### config.mk
export PLATFORM = sky130hd
export DESIGN_NAME = iommu_regbus_arbiter
export DESIGN_NICKNAME = d
export VERILOG_FILES = /design/src/rtl/iommu_regbus_arbiter.sv
export SDC_FILE = /design/constraint.sdc
export NUM_CORES = 1
export LEC_CHECK = 0
export ABC_CLOCK_PERIOD_IN_PS = 5100
export CELL_PAD_IN_SITES_DETAIL_PLACEMENT = 1
export CELL_PAD_IN_SITES_GLOBAL_PLACEMENT = 1
export CORE_AREA = 2 2 216 218
export CTS_CLUSTER_SIZE = 12
export DETAILED_ROUTE_END_ITERATION = 10
export DIE_AREA = 0 0 218 220
export GPL_TIMING_DRIVEN = 0
export PLACE_DENSITY = 0.6
export SLEW_MARGIN = 10
export SYNTH_ARGS = -nofsm -noshare
export SYNTH_HDL_FRONTEND = slang
export SYNTH_SLANG_ARGS = --single-unit
### constraint.sdc
create_clock -name clk_i -period 5.1 [get_ports clk_i]
set_input_delay 0.765 -clock clk_i [delete_from_list [all_inputs] [get_ports clk_i]]
set_output_delay 0.765 -clock clk_i [all_outputs]
set_load 0.01 [all_outputs]
### src/rtl/iommu_regbus_arbiter.sv
// Round-robin arbiter that shares the IOMMU regmap reg-bus port among
// several requesters, one transaction at a time, with a watchdog that
// aborts a stalled downstream access and returns an error response.
module iommu_regbus_arbiter #(
  parameter int NUM_REQ        = 2,
  parameter int ADDR_WIDTH     = 64,
  parameter int DATA_WIDTH     = 64,
  parameter int TIMEOUT_CYCLES = 255
) (
  input  logic                            clk_i,
  input  logic                            rst_i,
  input  logic [NUM_REQ-1:0]              req_valid_i,
  input  logic [NUM_REQ-1:0]              req_write_i,
  input  logic [NUM_REQ*ADDR_WIDTH-1:0]   req_addr_i,
  input  logic [NUM_REQ*DATA_WIDTH-1:0]   req_wdata_i,
  input  logic [NUM_REQ*DATA_WIDTH/8-1:0] req_wstrb_i,
  output logic [NUM_REQ-1:0]              rsp_ready_o,
  output logic [DATA_WIDTH-1:0]           rsp_rdata_o,
  output logic                            rsp_error_o,
  output logic                            reg_valid_o,
  output logic                            reg_write_o,
  output logic [ADDR_WIDTH-1:0]           reg_addr_o,
  output logic [DATA_WIDTH-1:0]           reg_wdata_o,
  output logic [DATA_WIDTH/8-1:0]         reg_wstrb_o,
  input  logic                            reg_ready_i,
  input  logic [DATA_WIDTH-1:0]           reg_rdata_i,
  input  logic                            reg_error_i,
  output logic                            busy_o,
  output logic [$clog2(NUM_REQ)-1:0]      grant_o,
  output logic                            timeout_o
);

  localparam int STRB_WIDTH  = DATA_WIDTH / 8;
  localparam int GRANT_WIDTH = $clog2(NUM_REQ);
  localparam int CNT_WIDTH   = (TIMEOUT_CYCLES > 0) ? $clog2(TIMEOUT_CYCLES + 1) : 1;

  localparam logic [1:0] IDLE  = 2'd0;
  localparam logic [1:0] ISSUE = 2'd1;
  localparam logic [1:0] RESP  = 2'd2;

  logic [1:0]             state;
  logic [GRANT_WIDTH-1:0] grant;
  logic [GRANT_WIDTH-1:0] last_grant;
  logic [GRANT_WIDTH-1:0] pick;
  logic [GRANT_WIDTH-1:0] cand;
  logic                   found;
  logic                   write_q;
  logic [ADDR_WIDTH-1:0]  addr_q;
  logic [DATA_WIDTH-1:0]  wdata_q;
  logic [STRB_WIDTH-1:0]  wstrb_q;
  logic [DATA_WIDTH-1:0]  rdata_q;
  logic                   error_q;
  logic                   timeout_q;
  logic [CNT_WIDTH-1:0]   cnt;
  logic [CNT_WIDTH-1:0]   cnt_next;
  logic                   abort;

  // Round-robin pick: first valid requester searching upward from last_grant+1.
  always_comb begin
    pick  = last_grant;
    cand  = '0;
    found = 1'b0;
    for (int i = 1; i <= NUM_REQ; i++) begin
      cand = GRANT_WIDTH'((int'(last_grant) + i) % NUM_REQ);
      if (!found && req_valid_i[cand]) begin
        pick  = cand;
        found = 1'b1;
      end
    end
  end

  // Watchdog: abort when this ISSUE cycle would bring the count up to the limit.
  always_comb begin
    cnt_next = cnt + CNT_WIDTH'(1);
    abort    = (TIMEOUT_CYCLES != 0) && (cnt_next == CNT_WIDTH'(TIMEOUT_CYCLES));
  end

  // Main FSM: latch a granted request, wait for downstream completion, respond.
  always_ff @(posedge clk_i) begin
    if (rst_i) begin
      state      <= IDLE;
      grant      <= '0;
      last_grant <= GRANT_WIDTH'(NUM_REQ - 1);
      write_q    <= 1'b0;
      addr_q     <= '0;
      wdata_q    <= '0;
      wstrb_q    <= '0;
      rdata_q    <= '0;
      error_q    <= 1'b0;
      timeout_q  <= 1'b0;
      cnt        <= '0;
    end else begin
      case (state)
        IDLE: begin
          if (found) begin
            grant   <= pick;
            write_q <= req_write_i[pick];
            addr_q  <= req_addr_i[pick*ADDR_WIDTH +: ADDR_WIDTH];
            wdata_q <= req_wdata_i[pick*DATA_WIDTH +: DATA_WIDTH];
            wstrb_q <= req_wstrb_i[pick*STRB_WIDTH +: STRB_WIDTH];
            cnt     <= '0;
            state   <= ISSUE;
          end
        end
        ISSUE: begin
          if (reg_ready_i) begin
            rdata_q <= reg_rdata_i;
            error_q <= reg_error_i;
            state   <= RESP;
          end else if (abort) begin
            rdata_q   <= '0;
            error_q   <= 1'b1;
            timeout_q <= 1'b1;
            state     <= RESP;
          end else if (TIMEOUT_CYCLES != 0) begin
            cnt <= cnt_next;
          end
        end
        RESP: begin
          last_grant <= grant;
          cnt        <= '0;
          timeout_q  <= 1'b0;
          state      <= IDLE;
        end
        default: state <= IDLE;
      endcase
    end
  end

  // Completion pulse goes only to the granted requester, and only in RESP.
  always_comb begin
    rsp_ready_o = '0;
    if (state == RESP) begin
      rsp_ready_o[grant] = 1'b1;
    end
  end

  assign rsp_rdata_o = (state == RESP) ? rdata_q : '0;
  assign rsp_error_o = (state == RESP) && error_q;
  assign reg_valid_o = (state == ISSUE);
  assign reg_write_o = write_q;
  assign reg_addr_o  = addr_q;
  assign reg_wdata_o = wdata_q;
  assign reg_wstrb_o = wstrb_q;
  assign busy_o      = (state != IDLE);
  assign grant_o     = grant;
  assign timeout_o   = timeout_q;

endmodule

# Yosys cells after proc, flatten, opt, wreduce, memory -nomap -nowiden
# Cells that the tools add are included.
# totals
ff_bits	215
output_inout_bits	208
in_bits	344
# op_classes
n_addsub	3
n_lt_le_gt_ge	5
shift	3
mux	28
reduce_logical	14
eq_ne	8
# op_table
op	count
$shiftx 128x8->64	2
$mux 64	3
$mux 8	3
$pmux 8 s3	1
$shiftx 16x5->8	1
$mux 1	14
$add 8x1->8 const B	1
$eq 8x8->1 const B	1
$lt 1x2->1 const B	4
$mux 2	4
$ne 2x2->1 const B	3
$reduce_and 2->1	3
$reduce_bool 2->1	3
$pmux 2 s2	1
$reduce_and 4->1	1
$logic_and 1x1->1	3
$ne 3x1->1 const B	1
$reduce_and 3->1	1
$reduce_bool 3->1	1
$add 1x1->1 const B	2
$eq 2x1->1 const B	1
$eq 2x2->1 const B	1
$logic_not 2->1	1
$ne 2x1->1 const B	1
other kinds (4)	4

# Logic depth before layout (Yosys ltp)
# depth
depth_word	9
mapped_depth	9
mapped_depth_nobuf	7

# Worst setup path after synthesis
# Ideal clock, no wire load.
# synth_path
path_type	register to output
from	register state[0]
to	output rsp_rdata_o[23]
arrival_ns	1.193
stages_incl_launch_ff	6
n_path_buf	2
setup_slack_ns	3.142
cell_sequence	dfxtp_1 > inv_1 > ha_1 > clkbuf_1 > clkbuf_1 > and2_1
# synth_via
elab_chain_len	2
# synth_rtl
item	line	rtl
from (decl)	41	logic [1:0] state;
from (signal assigned)	81	state <= IDLE;
from (signal assigned)	102	state <= ISSUE;
from (signal assigned)	109	state <= RESP;
$eq 2x2->1	138	assign rsp_rdata_o = (state == RESP) ? rdata_q : '0;
$mux 64	138	
to (decl)	18	output logic [DATA_WIDTH-1:0] rsp_rdata_o,
# Every way passes these cells.

# Worst setup path after layout
# layout_path
from	register state[0]
to	output rsp_rdata_o[42]
# The elaborated chain is that of the path after synthesis.

==> results.cfg <==
[outcome]
status = complete, no violations

[setup_path]
crit_family = buffers and inverters
crit_path_start_kind = register
crit_path_cell_trace = inv_1, ha_1, clkbuf_1, clkbuf_1, and2_1, clkdlybuf4s50_1
worstPathMaxFanout = 10
r2r_setup_slack_ns = 2.20
timing_worst_setup_path_type = register to output port
critical_path.max_stage_delay_ns = 0.60
timing.critical_path.required_ns = 4.34
cp_num_buf_inv = 4
crit_path_end_kind = output port
cp_slowest_cell = clkdlybuf4s50_1
worstPathArrival_ns = 2.75
cpMostUsedCell = clkbuf_1

[synthesis]
post_synth_instance_area_mm2 = 0.009224
syn_avg_cell_area_um2 = 9.918
synthesis.nets = 1280
ys_types = 42
synth_seq_area_share_pct = 46.66
synthesis.yosys.warnings = 0
postSynthRegisterBits = 215
synthCells = 930

[clock_tree]
numClockSinks = 215
tritoncts_clock_tree = built
root_buffer = clkbuf_16
htree_num_levels = 1
cts_setup_buffers = 0
clk_path_buf_depth = 3
postCtsHoldBufs = 0
clk_transition_reported_paths_ns = 0.05
post_cts_resize_count = 0
clock_latency_ns = 0.55
cts_inserted_buffers = 28

[timing]
tightest_slew_ns = 1.028
setup_total_negative_slack_ns = 0
setup_viol_count_final = 0
timing_max_transition_violations_final = 0
fin_crit_ns = 3.514
final_critical_path_setup_slack_ns = 1.586
clock-skew-final_ns = 0.01439
layout_worst_path_cycle_share_pct = 68.91
rsz0062_at_grt = no
worst_slew_margin_rel_pct = 31.47
max_clock_freq_mhz = 284.5
finalHoldViolCount = 0

[finish]
stdcell_area_mm2 = 0.01649
flow.area_growth_from_synthesis_pct = 78.74
most_common_cell_after_layout_fill_and_taps_aside = clkdlybuf4s50_1
drive_above_1_share_pct = 7.652
num-fill-cells = 5223
layout_common_cells = clkdlybuf4s50_1, dfxtp_1, nor2_1
layout.nets = 1860

[global_route]
pin_count_of_the_biggest_net_entering_global_routing = 14
gr-total-overflow = 0
antenna_violations_before_repair = 1
track_usage_pct = 17.49
number_of_global_route_vias_before_repair = 9702
grt_first_pass_wirelength_um = 63270

[drt]
post-route-drc-count = 0
route.antenna.remaining_nets = 0
routedWlPerCell_um = 20.76
drt_pass1_iterations = 4
drt_first_iter_violations = 298
routed-via-count = 9275
vias_per_cell = 4.340
detail_route.wirelength_um = 44370

[die]
std_cell_rows = 79
die_h_um = 220
core_area_mm2 = 0.04586
fp.dieW_um = 218
overall_die_area_mm2 = 0.04796
initial_utilization_pct = 20.11
num_io_pins = 552

[run]
max_cap_violation_count = 0

[power_and_ir_drop]
p_per_area_mw_per_mm2 = 340.2
totalPowerFinal_mw = 5.610
power.switching_fraction_pct = 28.85
clkPwrFrac_pct = 37.6
power.static_leakage_nw = 6.435
register_share_of_total_power_pct = 35.7
peakVddDrop_v = 0.0001998
intPower_mw = 3.991
p_switching_mw = 1.618
pwr-share-comb_pct = 26.7

[place]
port_buffers = 550
placedInstanceArea_mm2 = 0.01549
dpl_hpwl_um = 35510
preCtsSetupSlack_ns = 1.375
finalWeightedCongestion = 0.8082

[min_path]
min-delay-path-class = register to register
through the flow:
step           util, %  hold slack [ns]  cells
2_1_floorplan        -           0.4342    930
3_3_place_gp     33.77           0.4482   2087
3_5_place_dp     33.77           0.4523   2087
4_1_cts          35.94           0.4700   2136
5_1_grt          35.94           0.4868   2136
6_report         35.95           0.4700   2137
power by group through the flow:
stage / Clock [mW] / Combinational [mW] / Sequential, mW
floorplan: 0 / 0.548 / 2.10
global placement: 0 / 1.52 / 2.02
detailed placement: 0 / 1.53 / 2.03
CTS: 2.18 / 1.54 / 2.00
global route: 2.25 / 1.63 / 2.03
finish: 2.11 / 1.50 / 2.00
cells in the mapped netlist (all sizes together):
library cell / n / area, µm²
dfxtp: 215 / 4304
nor2: 148 / 555.5
a211oi: 139 / 1044
mux2i: 139 / 1391
and2: 67 / 419.2
a22o: 64 / 606.8
clkbuf: 50 / 187.7
buf: 35 / 235.2
nand2: 10 / 37.54
inv: 9 / 33.78
ha: 6 / 75.07
nand3: 6 / 35.03
a21oi: 5 / 36.29
nor3: 5 / 30.03
o21ai: 4 / 20.02
a22oi: 3 / 22.52
a31oi: 3 / 18.77
or4: 3 / 22.52
a21o: 2 / 15.01
nor4: 2 / 12.51
xnor2: 2 / 17.52
a211o: 1 / 8.760
a31o: 1 / 8.760
a32oi: 1 / 8.760
mux2: 1 / 11.26
nand2b: 1 / 6.260
nand4b: 1 / 8.760
nor2b: 1 / 6.260
nor3b: 1 / 7.510
o211a: 1 / 10.01
o21a: 1 / 7.510
o31ai: 1 / 7.510
or2: 1 / 6.260
or3: 1 / 6.260
layout make-up:
| type | instances | area, µm² | area share [%] |
|---|---|---|---|
| Antenna cell | 1 | 2.502 | 0.01518 |
| Buffer | 85 | 422.9 | 2.565 |
| Clock buffer | 40 | 867.1 | 5.259 |
| Clock inverter | 9 | 128.9 | 0.7817 |
| Inverter | 9 | 33.78 | 0.2049 |
| Multi-Input combinational cell | 621 | 4463 | 27.07 |
| Sequential cell | 215 | 4304 | 26.11 |
| Tap cell | 607 | 759.5 | 4.606 |
| Timing Repair Buffer | 550 | 5505 | 33.39 |
registers in the layout, indices dropped and copies added, names as in the netlist, 2 cells and up:
register,count
cnt,8
reg_wdata_o,64
state,2
reg_addr_o,64
rdata_q,64
reg_wstrb_o,8
metal layers:
metal  global-route usage (%)  wire length [µm]
met5                        0                13
met4                    3.265               592
met3                    5.562              3792
met2                    31.50             22020
met1                    20.32             17950
cells by family (layout without fill, tap and decap cells):
| family | count (synthesis) | after routing | share of synthesized area (%) |
|---|---|---|---|
| and+or+nand+nor | 247 | 247 | 12.51 |
| xor gates and xnor gates | 2 | 2 | 0.1899 |
| muxes | 140 | 140 | 15.21 |
| AOI/OAI and AO/OA | 226 | 226 | 19.67 |
| adders and majority gates | 6 | 6 | 0.8139 |
| other | 0 | 1 | 0 |
| buffers and inverters | 94 | 693 | 4.951 |
| DFF | 215 | 215 | 46.66 |
final timing paths:
kind                           start                     endpoint  depth (start not counted)
min reg2reg  rdata_q[8]$_SDFFE_PP0P_      rdata_q[8]$_SDFFE_PP0P_                          1
max reg2reg    state[1]$_SDFFE_PP0P_  reg_addr_o[32]$_SDFFE_PP0P_                          7
max            state[0]$_SDFFE_PP0P_              rsp_rdata_o[42]                          6
min          rdata_q[8]$_SDFFE_PP0P_      rdata_q[8]$_SDFFE_PP0P_                          1
No activity file was read; power rests on OpenSTA's default activity.
